--- src/rtl/debounce_pkg.sv ---
// Shared types and default parameters for the input debouncer.
package debounce_pkg;

    typedef enum logic [1:0] {
        S_LOW      = 2'd0,
        S_CHK_HIGH = 2'd1,
        S_HIGH     = 2'd2,
        S_CHK_LOW  = 2'd3
    } state_t;

    localparam int DEF_SYNC_STAGES     = 2;
    localparam int DEF_DEBOUNCE_CYCLES = 4;
    localparam int DEF_GLITCH_W        = 8;

endpackage

--- src/rtl/input_debouncer_sync_chain.sv ---
// N-flop synchronizer for a single asynchronous bit; nothing sits between stages.
module sync_chain #(
    parameter int N = 2
) (
    input  logic i_clk,
    input  logic i_rst,
    input  logic i_d,
    output logic o_q
);

    logic [N-1:0] r_stages;

    // NOTE: sequential state uses non-blocking (<=) so every flop samples pre-edge values.
    always_ff @(posedge i_clk or posedge i_rst) begin
        if (i_rst) begin
            r_stages <= '0;
        end else begin
            r_stages <= {r_stages[N-2:0], i_d};
        end
    end

    assign o_q = r_stages[N-1];

endmodule

--- src/rtl/input_debouncer.sv ---
// Synchronizes and debounces a raw input; counts rejected candidate transitions.
module input_debouncer
    import debounce_pkg::*;
#(
    parameter int SYNC_STAGES     = DEF_SYNC_STAGES,
    parameter int DEBOUNCE_CYCLES = DEF_DEBOUNCE_CYCLES,
    parameter int GLITCH_W        = DEF_GLITCH_W
) (
    input  logic                Clk,
    input  logic                Rst,
    input  logic                Raw_In,
    output logic                Debounced_Out,
    output logic                Busy,
    output logic [GLITCH_W-1:0] Glitch_Count
);

    localparam int CNT_W = $clog2(DEBOUNCE_CYCLES);
    localparam logic [CNT_W-1:0] CNT_LAST = CNT_W'(DEBOUNCE_CYCLES - 1);
    localparam logic [CNT_W-1:0] CNT_ONE  = CNT_W'(1);

    generate
        if (SYNC_STAGES < 2) begin : g_bad_sync
            $error("input_debouncer: SYNC_STAGES must be >= 2");
        end
        if (DEBOUNCE_CYCLES < 2) begin : g_bad_deb
            $error("input_debouncer: DEBOUNCE_CYCLES must be >= 2");
        end
    endgenerate

    logic             w_sync_q;
    state_t           r_state, w_state_nxt;
    logic [CNT_W-1:0] r_cnt, w_cnt_nxt;
    logic             r_out, w_out_nxt;
    logic             w_glitch;
    logic [GLITCH_W-1:0] r_glitch_cnt;

    sync_chain #(.N(SYNC_STAGES)) u_sync (
        .i_clk (Clk),
        .i_rst (Rst),
        .i_d   (Raw_In),
        .o_q   (w_sync_q)
    );

    always_ff @(posedge Clk or posedge Rst) begin
        if (Rst) begin
            r_state <= S_LOW;
            r_cnt   <= '0;
            r_out   <= 1'b0;
        end else begin
            r_state <= w_state_nxt;
            r_cnt   <= w_cnt_nxt;
            r_out   <= w_out_nxt;
        end
    end

    // NOTE: every output of this block gets a default first so no path infers a latch.
    always_comb begin
        w_state_nxt = r_state;
        w_cnt_nxt   = r_cnt;
        w_out_nxt   = r_out;
        w_glitch    = 1'b0;
        unique case (r_state)
            S_LOW: begin
                if (w_sync_q) begin
                    w_state_nxt = S_CHK_HIGH;
                    w_cnt_nxt   = CNT_ONE;
                end
            end
            S_CHK_HIGH: begin
                if (!w_sync_q) begin
                    w_state_nxt = S_LOW;
                    w_cnt_nxt   = '0;
                    w_glitch    = 1'b1;
                end else if (r_cnt == CNT_LAST) begin
                    w_state_nxt = S_HIGH;
                    w_cnt_nxt   = '0;
                    w_out_nxt   = 1'b1;
                end else begin
                    w_cnt_nxt = r_cnt + 1'b1;
                end
            end
            S_HIGH: begin
                if (!w_sync_q) begin
                    w_state_nxt = S_CHK_LOW;
                    w_cnt_nxt   = CNT_ONE;
                end
            end
            S_CHK_LOW: begin
                if (w_sync_q) begin
                    w_state_nxt = S_HIGH;
                    w_cnt_nxt   = '0;
                    w_glitch    = 1'b1;
                end else if (r_cnt == CNT_LAST) begin
                    w_state_nxt = S_LOW;
                    w_cnt_nxt   = '0;
                    w_out_nxt   = 1'b0;
                end else begin
                    w_cnt_nxt = r_cnt + 1'b1;
                end
            end
            default: begin
                w_state_nxt = S_LOW;
                w_cnt_nxt   = '0;
            end
        endcase
    end

    // Saturating: a rejection at full scale leaves the count unchanged.
    always_ff @(posedge Clk or posedge Rst) begin
        if (Rst) begin
            r_glitch_cnt <= '0;
        end else if (w_glitch && (r_glitch_cnt != {GLITCH_W{1'b1}})) begin
            r_glitch_cnt <= r_glitch_cnt + 1'b1;
        end
    end

    assign Debounced_Out = r_out;
    assign Busy          = (r_state == S_CHK_HIGH) || (r_state == S_CHK_LOW);
    assign Glitch_Count  = r_glitch_cnt;

endmodule

--- config.mk ---
export PLATFORM = sky130hd
export DESIGN_NAME = input_debouncer
export DESIGN_NICKNAME = d
export VERILOG_FILES = /design/src/rtl/debounce_pkg.sv /design/src/rtl/input_debouncer_sync_chain.sv /design/src/rtl/input_debouncer.sv
export SDC_FILE = /design/constraint.sdc
export NUM_CORES = 1
export LEC_CHECK = 0
export ABC_AREA = 1
export BUFFER_PORTS_ARGS = -buffer_cell sky130_fd_sc_hd__buf_2
export CORE_MARGIN = 2
export CORE_UTILIZATION = 29
export DETAILED_ROUTE_END_ITERATION = 16
export REMOVE_ABC_BUFFERS = 1
export SYNTH_ARGS = -nofsm -noshare
export SYNTH_HDL_FRONTEND = slang
export SYNTH_SLANG_ARGS = --single-unit
--- constraint.sdc ---
create_clock -name Clk -period 2.7 [get_ports Clk]
set_input_delay 0.27 -clock Clk [delete_from_list [all_inputs] [get_ports Clk]]
set_output_delay 0.27 -clock Clk [all_outputs]
set_load 0.01 [all_outputs]
==> results.yml <==
status:
  status: "finished, final reports clean"
clock_tree:
  cts-root-buf: "clkbuf_4"
  cts_tree: "done"
  cts_htree_levels: 1
  clockBufferDepth: 2
  cts_buffers: 3
  cts.repair_timing.setup_buffer_count: 0
  cts_resized: 0
  insertion_delay_ps: 280
  cts_hold_buffers: 0
  clk_pin_slew_ps: 90
  cts.sinks: 15
yosys:
  yosysWarnings: 0
  syn_inst: 91
  syn-cell-area_um2: 743
  synth_top_area_cell: "dfrtp_1"
  synth_top_area_share_pct: 50.5
  synth-seq-cells: 15
  ys_types: 19
  synth_seq_area_share_pct: 50.5
  syn_area_per_cell_um2: 8.17
  synthTopCellsByArea: "dfrtp_1 51%, nand2_1 18%, inv_1 4.0%"
sta:
  finalHoldViolations: 0
  period_share_pct: 46.8
  timing.fmax_mhz: 791
  rsz0062_at_grt: "false"
  setup_viol: 0
  fin_worst_skew_ps: 5.76
  tns_ps: 0
  worst_pin_slew_ps: 558
  final_max_slew_viol_count: 0
  maxSlewHeadroom_pct: 62.7
  layout_min_cycle_time_ps: 1260
  finalHoldWorstSlack_ps: 23.2
floorplan:
  die_area_um2: 2980
  ios: 13
  die_x_um: 54.6
  die_height_um: 54.6
  fp-row-count: 18
  core-area_um2: 2450
  start_util_pct: 30.3
detailed_routing:
  vias: 597
  drtAntennaViolNets: 0
  drtPass1Iterations: 3
  wirelength_um: 1290
  avgRoutedWirePerCell_um: 9.51
  drtIter0Drc: 9
  vias_per_cell: 4.39
  drcViolationCount: 0
global_routing:
  grt_pass1_wl_um: 2150
  grt_use_total_pct: 10.5
  antenna_found_initial: 0
  grt_pass1_vias: 488
  grt_max_degree: 16
  grt.overflow.total: 0
layout:
  nets: 112
  antenna_cells: 0
  drive_gt1_share_pct: 19.8
  area_growth_pct: 16.3
pwr:
  power_density_nw_per_um2: 922
  power_leakage_uw: 0.000438
  total_power_uw: 797
  peakVddDrop_mv: 0.432
critical_path:
  cp.arrival_ps: 1480
  slowest_delay_ps: 420
  path_cells: "ha_1, nand3_2, clkinv_1, nand2_2, nand2_4, inv_4, nand2_1, nand2_1"
  cp_max_fo: 9
  start_kind: "register"
  ff2ff_path_depth: 8
  path_common_cell: "nand2_1"
  critPathSlowestCell: "dfrtp_1"
  worstPathRequired_ps: 2920
  critPathKind: "reg2reg"
  cp-end-kind: "register"
placement:
  gp_congestion: 0.812
  io_buffers: 12
  hpwl_um: 1010
worst_hold_path:
  min_path_type: "in2async"
run:
  cap_violations: 0
[kinds of logic (layout without fill, tap and decap cells)]
group	after synthesis	count (layout)	share of synthesized area (%)
simple gates	51	51	29.5
flops	15	15	50.5
buf+inv	11	26	5.89
compound gates	7	7	4.71
xor+xnor	4	4	4.71
fa+ha+maj	2	2	3.37
mux	1	1	1.35
[area by class of cell]
type                       instances  area (um2)
fill                             248        1590
inverter                          10        40.0
sequential                        15         375
multi-input combinational         65         324
tap                               30        37.5
timing repair buffer              12        60.1
clock buffer                       3        22.5
clock inverter                     1        5.00
[cells in the final DEF (no fill, tap or decap), types with 2 or more instances in the layout]
master / netlist / routed
clkbuf_4: 0 / 3
buf_2: 0 / 12
o21ai_0: 4 / 4
xnor2_1: 3 / 3
nor2_1: 5 / 5
inv_1: 8 / 8
nand2_2: 2 / 2
nand3_1: 5 / 5
nand2_1: 36 / 36
a21oi_1: 2 / 2
ha_1: 2 / 2
dfrtp_1: 15 / 15
[per-layer routing]
| layer | wire length, um | part of all wire [%] | track usage (%) |
|---|---|---|---|
| met5 | 0 | 0 | 0 |
| met3 | 45 | 3.5 | 1.64 |
| met2 | 623 | 48 | 15.1 |
| met1 | 609 | 47 | 14.4 |
| met4 | 16 | 1.2 | 7.50 |
[registers in the layout, indices dropped and copies added, names as in the netlist, named ones only]
signal           count
r_state              1
u_sync.r_stages      2
r_cnt                2
Glitch_Count         8
Debounced_Out        1
[per-stage QoR]
step | setup slack [ps] | util (%) | cell area [um2] | cells
final | 1440 | 35.2 | 865 | 136
after global routing | 1340 | 35.2 | 865 | 136
after CTS | 1420 | 35.2 | 865 | 136
after detailed placement | 1440 | 34.1 | 837 | 132
after global placement | 1480 | 34.1 | 837 | 132
after floorplan | 1490 | - | 739 | 90
[synth_stat cells]
| master | n |
|---|---|
| nand2_2 | 2 |
| clkbuf_1 | 1 |
| nand4_1 | 1 |
| inv_4 | 1 |
| nand3_2 | 1 |
| o21ai_0 | 4 |
| nand2_4 | 1 |
| o21ai_1 | 1 |
| mux2i_1 | 1 |
| nand3_1 | 5 |
| dfrtp_1 | 15 |
| inv_1 | 8 |
| nand2_1 | 36 |
| a21oi_1 | 2 |
| ha_1 | 2 |
| xor2_1 | 1 |
| nor2_1 | 5 |
| xnor2_1 | 3 |
| clkinv_1 | 1 |
[critical path, delay by kind of cell (launching register included)]
kind,cells,cell delay (ps)
fa+ha+maj,1,250
buf+inv,2,170
flops,1,420
simple gates,5,380
[final timing paths]
| check | from | end | slack (ps) |
|---|---|---|---|
| hold reg to reg | u_sync.r_stages[0]$_DFF_PP0_ | u_sync.r_stages[1]$_DFF_PP0_ | 360 |
| setup reg to reg | Glitch_Count[0]$_DFFE_PP0P_ | Glitch_Count[1]$_DFFE_PP0P_ | 1440 |
| max in group asynchronous | Rst | Glitch_Count[5]$_DFFE_PP0P_ | 2310 |
| setup / recovery | Glitch_Count[0]$_DFFE_PP0P_ | Glitch_Count[1]$_DFFE_PP0P_ | 1440 |
| hold / removal | Rst | u_sync.r_stages[1]$_DFF_PP0_ | 20 |
| min in group Clk | Raw_In | u_sync.r_stages[0]$_DFF_PP0_ | 90 |
[power by group]
part	total [uW]	internal [uW]	leakage, uW	switching (uW)
logic	295	124	0.000229	171
clock network	125	54.9	0.0000177	70.4
registers	376	296	0.000192	80.3
total	797	475	0.000438	322
Power figures use the tool's default switching activity.
